--- src/rtl/base_hps_motor_pwm_if.sv ---
// base_hps_motor_pwm_if: Avalon-MM slave bus bundle for the motor PWM block.
interface base_hps_motor_pwm_if #(parameter int ADDR_W = 4);
  logic [ADDR_W-1:0] address;
  logic chipselect;
  logic write_n;
  logic [31:0] writedata;
  logic [31:0] readdata;
  modport master(output address, chipselect, write_n, writedata, input readdata);
  modport slave(input address, chipselect, write_n, writedata, output readdata);
endinterface

--- src/rtl/base_hps_motor_pwm.sv ---
// base_hps_motor_pwm: Avalon-MM multi-channel PWM/direction motor driver with prescaler and ramp limiting.
module base_hps_motor_pwm #(
  parameter int CHANNELS = 4,
  parameter int DUTY_W = 9,
  parameter int ADDR_W = 4
) (
  input  logic clk,
  input  logic reset,
  base_hps_motor_pwm_if.slave bus,
  output logic [CHANNELS-1:0] pwm_out,
  output logic [CHANNELS-1:0] dir_out
);
  localparam int RW = DUTY_W + 10;
  typedef logic signed [DUTY_W:0] duty_t;
  logic enable;
  logic [7:0] step;
  logic [15:0] presc, pcnt;
  logic [DUTY_W-1:0] period, cnt;
  duty_t target [CHANNELS];
  duty_t current [CHANNELS];
  duty_t ramp [CHANNELS];
  logic [DUTY_W:0] cur_abs [CHANNELS];
  duty_t wdat;
  logic signed [RW-1:0] d, mag, s_ext;
  logic wr, wr_ctrl, wr_period, en_next, tick, wrap;
  assign wr = bus.chipselect && !bus.write_n;
  assign wr_ctrl = wr && bus.address == '0;
  assign wr_period = wr && bus.address == ADDR_W'(1);
  assign en_next = wr_ctrl ? bus.writedata[0] : enable;
  assign tick = enable && pcnt >= presc;
  assign wrap = tick && cnt == period;
  assign s_ext = {{(RW-8){1'b0}}, step};
  // the most negative code has no positive twin, so fold it onto -(2^DUTY_W-1)
  assign wdat = bus.writedata[DUTY_W:0] == {1'b1, {DUTY_W{1'b0}}} ? {1'b1, {(DUTY_W-1){1'b0}}, 1'b1} : bus.writedata[DUTY_W:0];
  always_comb begin
    d = '0;
    mag = '0;
    for (int c = 0; c < CHANNELS; c++) begin
      d = target[c] - current[c];
      mag = d < 0 ? -d : d;
      ramp[c] = step == 0 || mag <= s_ext ? target[c] : duty_t'(d < 0 ? current[c] - s_ext : current[c] + s_ext);
      cur_abs[c] = current[c][DUTY_W] ? -current[c] : current[c];
    end
  end
  always_comb begin
    bus.readdata = '0;
    if (bus.address == '0) bus.readdata = {presc, step, 7'd0, enable};
    else if (bus.address == ADDR_W'(1)) bus.readdata = {{(32-DUTY_W){1'b0}}, period};
    for (int c = 0; c < CHANNELS; c++) begin
      if (bus.address == ADDR_W'(2 + 2 * c)) bus.readdata = {{(31-DUTY_W){target[c][DUTY_W]}}, target[c]};
      if (bus.address == ADDR_W'(3 + 2 * c)) bus.readdata = {{(31-DUTY_W){current[c][DUTY_W]}}, current[c]};
    end
  end
  always_ff @(posedge clk or posedge reset) begin
    if (reset) begin
      enable <= 1'b0;
      step <= '0;
      presc <= '0;
      period <= '1;
      pcnt <= '0;
      cnt <= '0;
      pwm_out <= '0;
      dir_out <= '0;
      for (int c = 0; c < CHANNELS; c++) begin
        target[c] <= '0;
        current[c] <= '0;
      end
    end else begin
      if (wr_ctrl) {presc, step, enable} <= {bus.writedata[31:16], bus.writedata[15:8], bus.writedata[0]};
      if (wr_period) period <= bus.writedata[DUTY_W-1:0];
      for (int c = 0; c < CHANNELS; c++) begin
        if (wr && bus.address == ADDR_W'(2 + 2 * c)) target[c] <= wdat;
        pwm_out[c] <= enable && ({1'b0, cnt} < cur_abs[c]);
        dir_out[c] <= current[c][DUTY_W];
      end
      // a PERIOD write or any disabled cycle restarts counting and suppresses the ramp
      if (!enable || !en_next || wr_period) begin
        pcnt <= '0;
        cnt <= '0;
        if (!en_next)
          for (int c = 0; c < CHANNELS; c++) current[c] <= '0;
      end else if (tick) begin
        pcnt <= '0;
        cnt <= wrap ? '0 : cnt + 1'b1;
        if (wrap)
          for (int c = 0; c < CHANNELS; c++) current[c] <= ramp[c];
      end else begin
        pcnt <= pcnt + 1'b1;
      end
    end
  end
endmodule

--- src/flat_wrapper.sv ---
// flat-port wrapper written by rule: the top's interface ports become plain ports
module base_hps_motor_pwm_flat 
#(
  parameter int CHANNELS = 4,
  parameter int DUTY_W = 9,
  parameter int ADDR_W = 4
)
  (clk, reset, pwm_out, dir_out, bus_address, bus_chipselect, bus_write_n, bus_writedata, bus_readdata);
  base_hps_motor_pwm_if #(.ADDR_W(ADDR_W)) bus_i ();
  input  logic clk;
  input  logic reset;
  output logic [CHANNELS-1:0] pwm_out;
  output logic [CHANNELS-1:0] dir_out;
  input wire logic [$bits(bus_i.address)-1:0] bus_address;
  input wire logic [$bits(bus_i.chipselect)-1:0] bus_chipselect;
  input wire logic [$bits(bus_i.write_n)-1:0] bus_write_n;
  input wire logic [$bits(bus_i.writedata)-1:0] bus_writedata;
  output wire logic [$bits(bus_i.readdata)-1:0] bus_readdata;
  assign bus_i.address = bus_address;
  assign bus_i.chipselect = bus_chipselect;
  assign bus_i.write_n = bus_write_n;
  assign bus_i.writedata = bus_writedata;
  assign bus_readdata = bus_i.readdata;
  base_hps_motor_pwm #(.CHANNELS(CHANNELS), .DUTY_W(DUTY_W), .ADDR_W(ADDR_W)) u_core (.clk(clk), .reset(reset), .bus(bus_i), .pwm_out(pwm_out), .dir_out(dir_out));
endmodule
--- config.mk ---
export PLATFORM = sky130hd
export DESIGN_NAME = base_hps_motor_pwm_flat
export DESIGN_NICKNAME = d
export VERILOG_FILES = /design/src/rtl/base_hps_motor_pwm_if.sv /design/src/rtl/base_hps_motor_pwm.sv /design/src/flat_wrapper.sv
export SDC_FILE = /design/constraint.sdc
export NUM_CORES = 1
export LEC_CHECK = 0
export CAP_MARGIN = 5
export CORE_ASPECT_RATIO = 1.25
export CORE_MARGIN = 4
export CORE_UTILIZATION = 50
export CTS_BUF_LIST = sky130_fd_sc_hd__clkbuf_8
export CTS_CLUSTER_SIZE = 30
export DETAILED_ROUTE_END_ITERATION = 10
export GPL_TIMING_DRIVEN = 0
export PLACE_DENSITY = 0.71
export SYNTH_ARGS = -nofsm -noshare
export SYNTH_HDL_FRONTEND = slang
export SYNTH_SLANG_ARGS = --single-unit
--- constraint.sdc ---
create_clock -name clk -period 4.1 [get_ports clk]
set_input_delay 0.41 -clock clk [delete_from_list [all_inputs] [get_ports clk]]
set_output_delay 0.41 -clock clk [all_outputs]
set_load 0.02 [all_outputs]
==> impl.org <==
** Routing
- Routed wirelength normalized by instance count :: roughly 23 um
- DR iter-0 viols :: around 1100
- The count of nets left with antenna violations once routing finished came out at 0.
- Using the TritonRoute via totals, the vias-per-cell ratio works out to roughly 6.3.
- Max layer used :: met5
- After detailed routing, the total wire length is about 50 mm.
- Met2 WL :: ~23 mm
- The pre-antenna-repair detailed-routing pass consisted of 7 iterations.
- Sum of met3 wire segment lengths after detailed routing :: slightly above 4 mm
- The detailed router put a total of roughly 19 mm of wire on met1.
- Count of vias placed by the detailed router :: roughly 14000
- For this run, design rule violations remaining after detail routing come to 0.

** GRT
- The first global-routing pass estimated about 76 mm of wire.
- Aggregate global-route resource usage :: a little under a third
- Number of global-route vias before repair :: roughly 13000
- The number of antenna violations at the first check in global routing came to 2.
- Entering global routing, the biggest net connects 42 pins.
- Overflow left after global routing :: 0

** Pwr
- Total power for the finished layout comes to 11.70 mW.
- For this design the ratio of total power to cell area is between 600 and 700 nW/um2.
- Worst ir drop on vdd :: roughly 0.00034 V
- Summed over all cells, the static leakage comes to 7.828 nW.

** Logic synthesis
- Top post-synthesis cells by area :: sky130_fd_sc_hd__dfrtp_1 24%, sky130_fd_sc_hd__ha_1 15%, sky130_fd_sc_hd__xnor2_1 7.1%
- When the netlist entered floorplanning its net count stood at ~1900.
- After synthesis, the share of cell area in mux cells is ~10%.
- Combinational family with the most area after synthesis :: compound AO/OA/AOI/OAI gates
- Of the total synthesized cell area, the portion taken by XOR and XNOR cells is a little under a tenth.
- EDFF count, synth :: 0
- Top-area cell type share of the netlist area :: ~24%
- The largest total area in the synthesized netlist belongs to sky130_fd_sc_hd__dfrtp_1.
- Simple-gate portion of the synthesized area :: ~16%
- Synth Cell Area :: 14370 um2
- The synthesized netlist devotes 18.74% of its cell area to compound gates.
- Arithmetic-cell share of the synthesized area counting full adders, half adders and majority gates :: 15.66%
- After synthesis, flip-flops and latches occupy between 20% and 30% of the total area.
- Synthesis handed over a netlist of 1642 instances.
- Synthesized area divided by synthesized cell count :: 8.748 um2
- YS warnings :: 0
- After synthesis the netlist holds a flip-flop and latch count of between 100 and 150.
- Primary FF master, synth :: sky130_fd_sc_hd__dfrtp_1
- Synthesis instantiated 84 different standard cells from the library.
- Async set or reset register ratio after synthesis :: 100.0%

** Place
- The congestion estimate from routability-driven global placement came to 1.048.
- Placed inst area :: 15700 um2
- Minimum setup slack after placement :: -1.060 ns
- Buffers placed on the I/O ports in this run total 77.
- The number of placed instances, taps included, is 2078.
- Post-DP HPWL :: 36.66 mm

** CTS
- After clock tree synthesis, the clock-pin slew on the worst setup and hold paths is ~0.09 ns.
- TritonCTS built the clock tree.
- Number of sinks on the clock net :: between 100 and 150
- Maximum number of buffers from clock root to sink :: 2
- CTS Hold Buffers Added :: 0
- CTS H-tree lvls :: 4
- Inserted Clock Buffers :: 17
- The tree is rooted in a sky130_fd_sc_hd__clkbuf_8.
- For the worst-skew pair, the clock arrives at the later sink with an insertion delay of between 0.4 and 0.5 ns.

** Timing
- Post-route worst setup slack :: -0.3118 ns
- The count of final hold-check violations was 0.
- Worst Tran Pin Value :: ~1.1 ns
- Slew HR :: 25.64%
- Unrepaired setup endpoints after global routing :: true
- In the finished design, the share of the clock period the worst path needs comes to 107.6%.
- Setup violations remaining at the end of the flow were counted as 31.
- Minimum period implied by the final worst setup slack :: about 4.4 ns
- Maximum achievable frequency :: 226.7 MHz
- Between clock sinks in the finished design, the worst skew comes to ~0.019 ns.
- Number of pins with negative max-slew slack in the final report :: 0

** Layout
- In the final layout, the multi-input gates occupy between 10000 and 15000 um2.
- The area growth from synthesis to layout is 21.99%.
- After filler insertion, the fill cell instance count of the layout stands at about 2400.
- After routing the design area is ~18000 um2.
- After the last flow step, the layout net total stands at just over 2000.
- The repair_antennas step left the layout with diodes totalling 0.
- Fraction of final layout cells with drive strength greater than 1 :: between 20% and 30%
- Post-route core utilization :: around 60%
- Fin cells :: 2189
- Summing all flip-flop and latch instances after layout gives about 3700 um2.

** Floorplan
- In this run the vertical extent of the chip is between 150 and 200 um.
- Top-level I/O count :: 80
- The die covers 31520 um2.
- Chip Width :: between 150 and 200 um
- Once the floorplan was initialized, standard cells occupied between 50% and 60% of the core.
- Rows :: between 60 and 70
- Area of the core :: roughly 28000 um2

** Setup path
- By startpoint and endpoint, the worst setup path is classified as flip-flop to flip-flop.
- Critical Path RT :: roughly 4.4 ns
- Endpoint type of the worst setup path :: flip-flop
- In this run the worst path has a maximum fanout of 7.
- Worst Setup Start Kind :: flip-flop
- Counting cells, the worst reg-to-reg path comes to 19.
- For the worst setup path, the data arrival time is approximately 4.7 ns.

** Flow run
- Across the run, the number of max-cap violations was 0.

** Min path
- The path class of the tightest hold or removal check is primary input to async pin.

** Status
- The run finished, with violations left.
- Violated checks :: setup timing
==> per-layer routing <==
metal  vias to the layer above  track usage [%]
met5                         -                0
met4                         2            16.95
met1                      6569            37.75
met3                       170            5.531
met2                       660            52.30
li1                       6298                -
==> placed cells by master, fill, tap and decap left out, drive strengths merged, types with 48 or more instances in the layout <==
cell / count
a21o: 63
a21oi: 79
buf: 113
clkbuf: 57
clkdlybuf4s50: 77
dfrtp: 138
ha: 167
inv: 102
mux2: 80
mux2i: 48
nand2: 131
nand3: 59
nor2: 113
o21ai: 100
xnor2: 116
==> cell usage after synthesis (4+ instances only) <==
master                     instances
sky130_fd_sc_hd__o211ai_1         16
sky130_fd_sc_hd__buf_2            13
sky130_fd_sc_hd__a22oi_1          13
sky130_fd_sc_hd__inv_1            98
sky130_fd_sc_hd__and3_1           18
sky130_fd_sc_hd__a211o_1           4
sky130_fd_sc_hd__or3_1             5
sky130_fd_sc_hd__a211oi_1          8
sky130_fd_sc_hd__o21a_1           14
sky130_fd_sc_hd__o21bai_1          5
sky130_fd_sc_hd__o31ai_1          15
sky130_fd_sc_hd__dfrtp_1         138
sky130_fd_sc_hd__nor2b_1          21
sky130_fd_sc_hd__mux2_2           80
sky130_fd_sc_hd__nor2_1          113
sky130_fd_sc_hd__and2_1            6
sky130_fd_sc_hd__a32oi_1           8
sky130_fd_sc_hd__a21o_1           63
sky130_fd_sc_hd__nor3b_1           8
sky130_fd_sc_hd__a21oi_1          79
sky130_fd_sc_hd__nand4_1          19
sky130_fd_sc_hd__dfstp_2           9
sky130_fd_sc_hd__a221o_1           5
sky130_fd_sc_hd__nor3_1           31
sky130_fd_sc_hd__or4_1             6
sky130_fd_sc_hd__a31oi_1          15
sky130_fd_sc_hd__xnor2_1         116
sky130_fd_sc_hd__a32o_1            4
sky130_fd_sc_hd__fa_1              8
sky130_fd_sc_hd__mux2i_1          48
sky130_fd_sc_hd__a22o_1            6
sky130_fd_sc_hd__nand2b_1         23
sky130_fd_sc_hd__o21ai_1          33
sky130_fd_sc_hd__nand3_1          59
sky130_fd_sc_hd__xor2_1           36
sky130_fd_sc_hd__clkbuf_1         51
sky130_fd_sc_hd__nor4_1            8
sky130_fd_sc_hd__o41ai_1           5
sky130_fd_sc_hd__ha_1            167
sky130_fd_sc_hd__o21ai_0          67
sky130_fd_sc_hd__nand2_1         131
sky130_fd_sc_hd__a31o_2            5
==> cells by family (layout without fill, tap and decap cells) <==
group                    count (synthesis)  in the layout
AO/OA/AOI/OAI                          400            400
XOR/XNOR                               152            152
adder cells (fa/ha/maj)                175            175
buffers and inverters                  170            362
flip-flops                             147            147
multiplexers                           131            131
AND/OR/NAND/NOR                        467            467
==> power breakdown <==
part	internal (mW)	switching, mW
Clock	0.568	0.690
Combinational	3.97	4.42
Sequential	1.67	0.382
==> what timing repair did <==
item,in CTS,in global routing
endpoints found under the setup margin,60,63
pin swaps,47,55
cloned,3,0
setup buffers,51,40
resized for setup,125,75
==> final cells by class <==
class | count | share of cell area [%]
Inverter | 100 | 2.206
Clock buffer | 17 | 1.335
Buffer | 57 | 1.699
Tap cell | 355 | 2.535
Sequential cell | 147 | 21.23
Multi-Input combinational cell | 1325 | 60.85
Timing Repair Buffer | 173 | 9.046
Clock inverter | 15 | 1.092
==> final timing paths <==
path,start,to,slack (ns)
max reg2reg,u_core.current[24],u_core.current[29],-0.31
max,u_core.current[24],u_core.current[29],-0.31
max in group asynchronous,reset,u_core.period[3],2.71
min,reset,u_core.presc[13],0.40
min reg2reg,u_core.current[39],u_core.dir_out[0],0.48
min in group clk,u_core.current[39],u_core.dir_out[0],0.48
==> metrics by stage <==
step / setup TNS [ns] / hold slack, ns
3_3_place_gp: -28.03 / 0.3557
6_report: -3.856 / 0.3957
5_1_grt: -9.805 / 0.4498
3_5_place_dp: -30.05 / 0.3668
2_1_floorplan: -0.09619 / 0.3519
4_1_cts: -2.650 / 0.3884
==> sequential cells by signal, indices dropped and copies added (netlist names) <==
name            count
u_core.dir_out      4
u_core.presc       16
u_core.enable       1
u_core.period       9
u_core.current     40
u_core.pcnt        16
u_core.pwm_out      4
u_core.cnt          9
u_core.step         8
u_core.target      40
==> critical path, stage by stage, from the launching register on <==
cell and delay (ns):
sky130_fd_sc_hd__dfrtp_2 0.48, sky130_fd_sc_hd__inv_1 0.15, sky130_fd_sc_hd__ha_2 0.35, sky130_fd_sc_hd__a21o_1 0.21
sky130_fd_sc_hd__a22oi_2 0.30, sky130_fd_sc_hd__a2111oi_4 0.13, sky130_fd_sc_hd__nor2b_2 0.18, sky130_fd_sc_hd__clkbuf_8 0.18
sky130_fd_sc_hd__nand2_4 0.05, sky130_fd_sc_hd__xnor2_2 0.12, sky130_fd_sc_hd__ha_1 0.38, sky130_fd_sc_hd__nand2_2 0.08
sky130_fd_sc_hd__o21bai_4 0.17, sky130_fd_sc_hd__a211o_1 0.29, sky130_fd_sc_hd__a21oi_4 0.15, sky130_fd_sc_hd__nor2_1 0.06
sky130_fd_sc_hd__and4_4 0.20, sky130_fd_sc_hd__or3_4 0.45, sky130_fd_sc_hd__o211ai_1 0.18, sky130_fd_sc_hd__o311ai_1 0.14
Power figures use the tool's default switching activity.
